## src/rtl/score_bcd_display.sv

```systemverilog
// Sequential shift-add-3 binary-to-BCD converter for the game score display.
// Produces saturated BCD digits, a leading-zero blank mask and an overflow flag.
module score_bcd_display #(
    parameter int unsigned SCORE_W = 20,
    parameter int unsigned DIGITS  = 6
) (
    input  logic                  Clk,
    input  logic                  Reset_n,
    input  logic                  frame_clk,
    input  logic                  start,
    input  logic [SCORE_W-1:0]    Score,
    output logic [4*DIGITS-1:0]   bcd,
    output logic [DIGITS-1:0]     blank,
    output logic                  overflow,
    output logic                  busy,
    output logic                  done
);

    function automatic int unsigned pow10(input int unsigned n);
        int unsigned p;
        p = 1;
        for (int unsigned k = 0; k < n; k++) p = p * 10;
        return p;
    endfunction

    localparam int unsigned BCD_W   = 4 * DIGITS;
    localparam int unsigned CNT_W   = $clog2(SCORE_W);
    localparam int unsigned MAX_VAL = pow10(DIGITS) - 1;
    localparam int unsigned ALL_W   = BCD_W + SCORE_W;

    typedef enum logic [1:0] {IDLE, LOAD, SHIFT, DONE} state_t;

    state_t               state, next_state;
    logic [1:0]           sync_q;
    logic                 sync_prev;
    logic                 req_f;
    logic                 req;
    logic                 pending;
    logic                 load_en, shift_en, finish;
    logic [BCD_W-1:0]     work, work_adj, work_nxt;
    logic [SCORE_W-1:0]   bin_sh, bin_nxt, sat;
    logic [CNT_W-1:0]     cnt;
    logic                 over, ovf_q;
    logic [ALL_W-1:0]     shifted;
    logic [DIGITS-1:0]    blank_nxt;

    // frame_clk synchroniser and rising-edge detector
    always_ff @(posedge Clk or negedge Reset_n) begin
        if (!Reset_n) begin
            sync_q    <= '0;
            sync_prev <= 1'b0;
            req_f     <= 1'b0;
        end else begin
            sync_q    <= {sync_q[0], frame_clk};
            sync_prev <= sync_q[1];
            req_f     <= sync_q[1] & ~sync_prev;
        end
    end

    assign req  = req_f | start;
    assign over = Score > SCORE_W'(MAX_VAL);
    assign sat  = over ? SCORE_W'(MAX_VAL) : Score;

    // add-3 correction, then one shift of the combined register
    always_comb begin
        logic [3:0] d;
        d        = '0;
        work_adj = '0;
        for (int i = 0; i < int'(DIGITS); i++) begin
            d = work[4*i +: 4];
            work_adj[4*i +: 4] = (d >= 4'd5) ? d + 4'd3 : d;
        end
        shifted  = {work_adj, bin_sh} << 1;
        work_nxt = shifted[ALL_W-1 -: BCD_W];
        bin_nxt  = shifted[SCORE_W-1:0];
    end

    // a digit is blank when it and every higher digit are zero; units never blank
    always_comb begin
        logic zero_above;
        zero_above = 1'b1;
        blank_nxt  = '0;
        for (int i = int'(DIGITS) - 1; i >= 1; i--) begin
            zero_above   = zero_above & (work_nxt[4*i +: 4] == 4'd0);
            blank_nxt[i] = zero_above;
        end
    end

    always_ff @(posedge Clk or negedge Reset_n) begin
        if (!Reset_n) state <= IDLE;
        else          state <= next_state;
    end

    always_comb begin
        next_state = state;
        load_en    = 1'b0;
        shift_en   = 1'b0;
        finish     = 1'b0;
        case (state)
            IDLE:  if (req || pending) next_state = LOAD;
            LOAD:  begin
                load_en    = 1'b1;
                next_state = SHIFT;
            end
            SHIFT: begin
                shift_en = 1'b1;
                if (cnt == CNT_W'(SCORE_W - 1)) begin
                    finish     = 1'b1;
                    next_state = DONE;
                end
            end
            DONE:  next_state = IDLE;
            default: next_state = IDLE;
        endcase
    end

    // 1-deep coalescing request memory for requests arriving while busy
    always_ff @(posedge Clk or negedge Reset_n) begin
        if (!Reset_n)           pending <= 1'b0;
        else if (state == IDLE) pending <= 1'b0;
        else if (req)           pending <= 1'b1;
    end

    always_ff @(posedge Clk or negedge Reset_n) begin
        if (!Reset_n) begin
            work   <= '0;
            bin_sh <= '0;
            cnt    <= '0;
            ovf_q  <= 1'b0;
        end else if (load_en) begin
            work   <= '0;
            bin_sh <= sat;
            cnt    <= '0;
            ovf_q  <= over;
        end else if (shift_en) begin
            work   <= work_nxt;
            bin_sh <= bin_nxt;
            cnt    <= cnt + CNT_W'(1);
        end
    end

    // results land together with done, so they are visible throughout DONE
    always_ff @(posedge Clk or negedge Reset_n) begin
        if (!Reset_n) begin
            bcd      <= '0;
            blank    <= {{(DIGITS-1){1'b1}}, 1'b0};
            overflow <= 1'b0;
            busy     <= 1'b0;
            done     <= 1'b0;
        end else begin
            done <= finish;
            busy <= (next_state != IDLE);
            if (finish) begin
                bcd      <= work_nxt;
                blank    <= blank_nxt;
                overflow <= ovf_q;
            end
        end
    end

endmodule
```

## config.mk

```make
export PLATFORM = sky130hd
export DESIGN_NAME = score_bcd_display
export DESIGN_NICKNAME = d
export VERILOG_FILES = /design/src/rtl/score_bcd_display.sv
export SDC_FILE = /design/constraint.sdc
export NUM_CORES = 1
export LEC_CHECK = 0
export ABC_AREA = 1
export CAP_MARGIN = 20
export CELL_PAD_IN_SITES_DETAIL_PLACEMENT = 1
export CELL_PAD_IN_SITES_GLOBAL_PLACEMENT = 1
export CORE_ASPECT_RATIO = 1.1
export CORE_MARGIN = 2
export CORE_UTILIZATION = 43
export CTS_CLUSTER_SIZE = 16
export DETAILED_ROUTE_END_ITERATION = 12
export DONT_BUFFER_PORTS = 1
export MAX_ROUTING_LAYER = met4
export PLACE_DENSITY = 0.76
export SLEW_MARGIN = 20
export SYNTH_ARGS = -nofsm -noshare
export SYNTH_HDL_FRONTEND = slang
export SYNTH_SLANG_ARGS = --single-unit
```

## constraint.sdc

```tcl
create_clock -name Clk -period 1.7 [get_ports Clk]
set_input_delay 0.085 -clock Clk [delete_from_list [all_inputs] [get_ports Clk]]
set_output_delay 0.085 -clock Clk [all_outputs]
set_load 0.02 [all_outputs]
```

==> run_results.csv, run 1 <==
group,metric,value,unit
run_status,outcome,"complete, but fails checks",
run_status,violations,"negative hold slack",
floorplan,io_pins,57,
worst_setup_path,r2r_start,"work[8]",
timing,finalHoldViolCount,89,
cts,cts_root_buffer,"clkbuf_8",
floorplan,initial_core_util,44.6,%
synthesis,syn_inst,476,
power,combPwrFrac,12.1,%
power,total_power,5.32,mW
timing,rsz0062_at_grt,"true",
synthesis,syn_nets,516,
power,p_per_area,1040,mW/mm^2
placement,pre_cts_slack,-0.0718,ns
timing,timing.hold.ws,-0.589,ns
layout,diodes,0,
grt,overflow,0,
route,antenna_left,0,
cts,htree_levels,3,
floorplan,core-area,0.00940,mm^2
job,maxCapViolCount,0,
synthesis,synth.distinct_cells,34,
cts,cts_tree,"done",
grt,antenna_found_initial,0,
layout,fillCellCount,1092,
worst_setup_path,start_kind,"flop",
placement,post-dp-hpwl,7070,um
route,drt_iter0_markers,138,
timing,worst_slack,0.0738,ns
synthesis,async_reset_ff_share,100,%
timing,fin_skew,0.0143,ns
floorplan,dieHeight,108,um
layout,final_nets,558,
layout,stdcell_count,640,
synthesis,avgSynthCellArea,8.80,um^2
power,p_seq_share,56.6,%
timing,max_freq,0.615,GHz
timing,slew_viol_final,0,
route,num_vias,3455,
synthesis,ys.flop_type,"dfrtp_1",
placement,dpl.cell_count,590,
worst_setup_path,crit_type,"reg2reg",
timing,fin_crit,1.63,ns
timing,min_period_over_period,95.7,%
power,p_leak,2.41,nW
cts,cts_hold_buffers,22,
power,clock_power_share,31.4,%
synthesis,ys_warn_count,0,
grt,grt_pass1_vias,3773,
layout,synthToLayoutAreaGrowth,21.6,%
route,drtPass1Iterations,4,
cts,numCtsBuffers,9,
floorplan,die-area,0.0105,mm^2
worst_setup_path,worst_r2r_path_depth,10,
cts,clkSinkCount,89,
cts,cts_buffer_depth,2,
grt,grt_pass1_wl,18000,um
route,wl,11000,um
placement,place_congestion,0.809,
route,wl_per_cell,17.2,um
timing,setup_violations,0,
cts,clk_latency,0.36,ns
placement,port-buffer-count,0,
worst_setup_path,crit_fanout,5,
cts,clk_pin_slew,0.09,ns
layout,drive_above_1_share,19.9,%
power,swShare,31.0,%
power,p_switching,1.65,mW
grt,grt_use_total,21.9,%
power,intPower,3.67,mW
synthesis,synth-edff-count,0,
synthesis,synth-seq-area-share,53.3,%
power,vdd.ir_drop.worst,463,uV
floorplan,rows,37,
route,via_per_inst,5.40,
worst_hold_path,hp-class,"in2async",
worst_setup_path,rr_endpoint,"blank[1]",
worst_setup_path,r2r_slack,0.07,ns
synthesis,syn_area,0.00419,mm^2
worst_setup_path,worst_setup_path_end_kind,"flop",
worst_setup_path,required,2.01,ns
grt,grt_max_degree,90,
worst_setup_path,arrival,1.93,ns
route,drc_errors,0,
synthesis,synth-seq-cells,89,
floorplan,die_width,98.1,um
## critical path: stages (launching register included)
cell	delay [ns]
dfrtp_2	0.45
inv_2	0.08
ha_1	0.16
inv_1	0.08
o21ai_2	0.22
nand3_1	0.12
nand2_2	0.10
nand2_2	0.07
nor2_4	0.13
nand4_1	0.10
nand2_1	0.07
## metal layers
layer	share of wire [%]	GRT usage, %	vias to the layer above
met3	3.2	4.03	10
met4	1.1	4.96	0
met5	0	-	-
met2	53	39.3	58
met1	42	25.8	1736
li1	-	-	1651
## what timing repair did
action	in CTS	in global routing
hold endpoints to repair	111	89
endpoints found under the setup margin	7	48
gates resized for setup	5	57
buffers inserted	2	10
pin swaps	1	21
## synth_stat cells, types with 6 or more instances
master    count  area [um^2]
a21oi_1      15         75.1
clkbuf_1      8         30.0
dfrtp_1      84         2100
ha_1         16          200
inv_1        64          240
nand2_1     105          394
nand3_1      17         85.1
nand4_1       6         37.5
nor2_1       29          109
o21ai_0      42          210
o21bai_1      7         52.6
o22ai_1      39          244
## power by group through the flow
stage	clock network, mW	logic, mW	registers [mW]
6_report	1.67	0.642	3.01
5_1_grt	1.77	0.751	3.06
4_1_cts	1.70	0.620	3.02
3_5_place_dp	0	0.566	3.06
3_3_place_gp	0	0.523	3.04
2_1_floorplan	0	0.442	2.99
## how the worst max path moves through the flow
stage / startpoint / to / slack, ns / cells past startpoint
after floorplan: state[0] / bin_sh[14] / 0.05 / 9
after global placement: work[16] / blank[1] / 0.06 / 12
after detailed placement: work[16] / blank[3] / -0.07 / 12
after CTS: work[12] / blank[3] / -0.01 / 10
after global routing: work[16] / blank[1] / -0.06 / 12
final: work[8] / blank[1] / 0.07 / 10
## kinds of logic after synthesis
group | synth area share, %
multiplexers | 0.239
flip-flops | 53.3
adder cells (fa/ha/maj) | 4.78
AND/OR/NAND/NOR | 17.3
buffers and inverters | 8.39
XOR/XNOR | 0.418
AO/OA/AOI/OAI | 15.5
other | 0.0895
## metrics by stage
step / util [%] / hold WS (ns) / setup TNS (ns) / instance area, um^2
after global routing: 54.2 / -0.610 / -0.0993 / 5090
after detailed placement: 46.5 / -0.208 / -0.229 / 4370
final: 54.2 / -0.589 / 0 / 5090
after global placement: 46.5 / -0.207 / 0 / 4370
after floorplan: - / -0.211 / 0 / 4190
after CTS: 51.7 / -0.606 / -0.0112 / 4860
## flip-flops by register name, summed over array words and instances, names as in the netlist
| signal | flops |
|---|---|
| state | 2 |
| bcd | 24 |
| req_f | 1 |
| busy | 1 |
| pending | 1 |
| sync_prev | 1 |
| bin_sh | 20 |
| work | 24 |
| done | 1 |
| overflow | 1 |
| ovf_q | 1 |
| cnt | 5 |
| sync_q | 2 |
| blank | 5 |
## cell type report
type	count	area, um^2	share of cell area, %
clock buffers	12	155	3.05
clock inverters	4	75.1	1.47
inverters	66	251	4.94
multi-input cells	303	1780	34.9
flip-flops and latches	89	2230	43.9
well taps	117	146	2.87
repair buffers	49	452	8.87
## cells in the final DEF, fill, tap and decap left out, types with 6 or more instances in the layout
cell type | synthesis | layout
buf_4 | 2 | 24
inv_1 | 64 | 52
o21bai_1 | 7 | 7
o22ai_1 | 39 | 38
clkbuf_8 | 0 | 11
o21ai_0 | 42 | 38
nand3_1 | 17 | 12
nor2_1 | 29 | 22
inv_2 | 2 | 13
ha_1 | 16 | 10
nand2_2 | 0 | 14
nand3_2 | 1 | 6
dlygate4sd3_1 | 0 | 22
a21oi_1 | 15 | 14
dfrtp_1 | 84 | 83
nand2_1 | 105 | 90
nand4_1 | 6 | 6
Power figures use the tool's default switching activity.
==> inputs of run 2 (changes only) <==
CELL_PAD_IN_SITES_DETAIL_PLACEMENT = default   (was 1)
CELL_PAD_IN_SITES_GLOBAL_PLACEMENT = default   (was 1)
CORE_UTILIZATION = 55   (was 43)
CTS_CLUSTER_SIZE = 30   (was 16)
PLACE_DENSITY = 0.74   (was 0.76)
TNS_END_PERCENT = 10   (was default)
==> run_results.csv, run 2 (synthesis gave the netlist of run 1 again) <==
group,metric,value,unit
worst_setup_path,start_kind,"flop",
cts,cts_hold_buffers,22,
floorplan,die-area,0.00833,mm^2
layout,stdcell_count,610,
grt,overflow,0,
cts,cts_buffer_depth,2,
timing,rsz0062_at_grt,"true",
cts,numCtsBuffers,9,
cts,clkSinkCount,89,
layout,multiInputGateArea,0.00176,mm^2
cts,cts_tree,"done",
power,p_per_area,998,mW/mm^2
power,p_leak,2.39,nW
job,maxCapViolCount,0,
grt,grt_pass1_vias,3274,
route,drc_errors,0,
route,wl_per_cell,15.4,um
floorplan,rows,33,
timing,fin_skew,0.0122,ns
layout,diodes,0,
worst_setup_path,worst_setup_path_end_kind,"flop",
timing,max_freq,0.595,GHz
placement,place_congestion,0.938,
layout,reg_top3,"bcd x24, work x24, bin_sh x20",
worst_setup_path,crit_type,"reg2reg",
grt,grt_pass1_wl,14800,um
timing,finalHoldViolCount,89,
placement,port-buffer-count,0,
route,drt_iter0_markers,156,
timing,slew_viol_final,0,
route,num_vias,3394,
grt,grt_max_degree,90,
placement,dpl.cell_count,559,
route,drtPass1Iterations,4,
layout,fillCellCount,573,
floorplan,dieHeight,95.5,um
layout,layout_common_cells,"nand2_1 (94), dfrtp_1 (84), inv_1 (54)",
floorplan,die_width,87.2,um
timing,timing.hold.ws,-0.582,ns
run_status,outcome,"complete, but fails checks",
floorplan,core-area,0.00743,mm^2
layout,synthToLayoutAreaGrowth,18.2,%
power,vdd.ir_drop.worst,602,uV
cts,clk_pin_slew,0.08,ns
route,antenna_left,0,
route,via_per_inst,5.56,
cts,htree_levels,3,
floorplan,initial_core_util,56.4,%
cts,cts_root_buffer,"clkbuf_8",
route,wl,9380,um
floorplan,io_pins,57,
layout,drive_above_1_share,17.4,%
worst_hold_path,hp-class,"in2async",
grt,grt_use_total,23.2,%
worst_setup_path,crit_fanout,5,
grt,antenna_found_initial,0,
worst_setup_path,arrival,1.98,ns
cts,clk_latency,0.36,ns
worst_setup_path,required,2.00,ns
timing,fin_crit,1.68,ns
layout,final_common_cell,"nand2_1",
placement,post-dp-hpwl,5900,um
timing,min_period_over_period,98.9,%
layout,final_nets,558,
timing,setup_violations,0,
layout,ff_latch_area,0.00223,mm^2
run_status,violations,"negative hold slack",
-- run 2: power by group --
part	leakage, nW	internal [mW]	total, mW	switching [mW]
combinational	1.20	0.283	0.616	0.334
clock	0.0834	0.570	1.30	0.733
sequential	1.11	2.47	3.02	0.551
total	2.39	3.32	4.94	1.62
-- run 2: critical path, cell delays in order, from the launching register on --
cell and delay, ns:
dfrtp_1 0.45, inv_2 0.11, ha_4 0.13, inv_1 0.04
nand2_2 0.10, nand3_2 0.11, nand2_1 0.09, nand2_1 0.08
nor2_2 0.14, nand2_2 0.08, nor2_4 0.14, nand4_1 0.09
nand2_1 0.08
-- run 2: metal layers --
| layer | share of wire, % | track usage, % | vias to the layer above |
|---|---|---|---|
| li1 | - | - | 1645 |
| met1 | 44 | 28.5 | 1662 |
| met2 | 51 | 38.7 | 72 |
| met3 | 3.9 | 4.33 | 15 |
| met4 | 1.3 | 8.33 | 0 |
| met5 | 0 | - | - |
-- run 2: per-stage QoR --
step | TNS [ns] | util (%) | total power [mW] | setup WS [ns] | cell area, um^2
2_1_floorplan | 0 | - | 3.43 | 0.0535 | 4190
3_3_place_gp | 0 | 57.8 | 3.55 | 0.0455 | 4300
3_5_place_dp | -0.0797 | 57.8 | 3.59 | -0.0343 | 4300
4_1_cts | 0 | 63.1 | 4.90 | 0.00987 | 4690
5_1_grt | -0.302 | 66.6 | 5.19 | -0.105 | 4950
6_report | 0 | 66.6 | 4.94 | 0.0194 | 4950
-- run 2: cell type report --
cell class / count / share of cell area [%]
sequential: 89 / 45.1
multi-input combinational: 303 / 35.5
timing repair buffer: 49 / 8.85
inverter: 66 / 5.01
clock buffer: 13 / 3.01
tap: 87 / 2.20
clock inverter: 3 / 0.354
-- run 2: worst paths after layout --
path / from / end / slack (ns) / depth (start not counted)
worst min register to register: sync_q[0] / sync_q[1] / 0.35 / 0
max in group asynchronous: Reset_n / blank[1] / 2.07 / 0
min in group Clk: Score[19] / bin_sh[10] / 0.09 / 3
worst max-delay path: work[16] / blank[1] / 0.02 / 12
worst min-delay path: Reset_n / bcd[12] / -0.58 / 0
worst max register to register: work[16] / blank[1] / 0.02 / 12
-- run 2: repair_timing --
action	in CTS	in global routing
setup endpoints to repair	3	39
buffers inserted	0	13
hold endpoints to repair	111	89
pin swaps	0	15
resized for setup	2	49
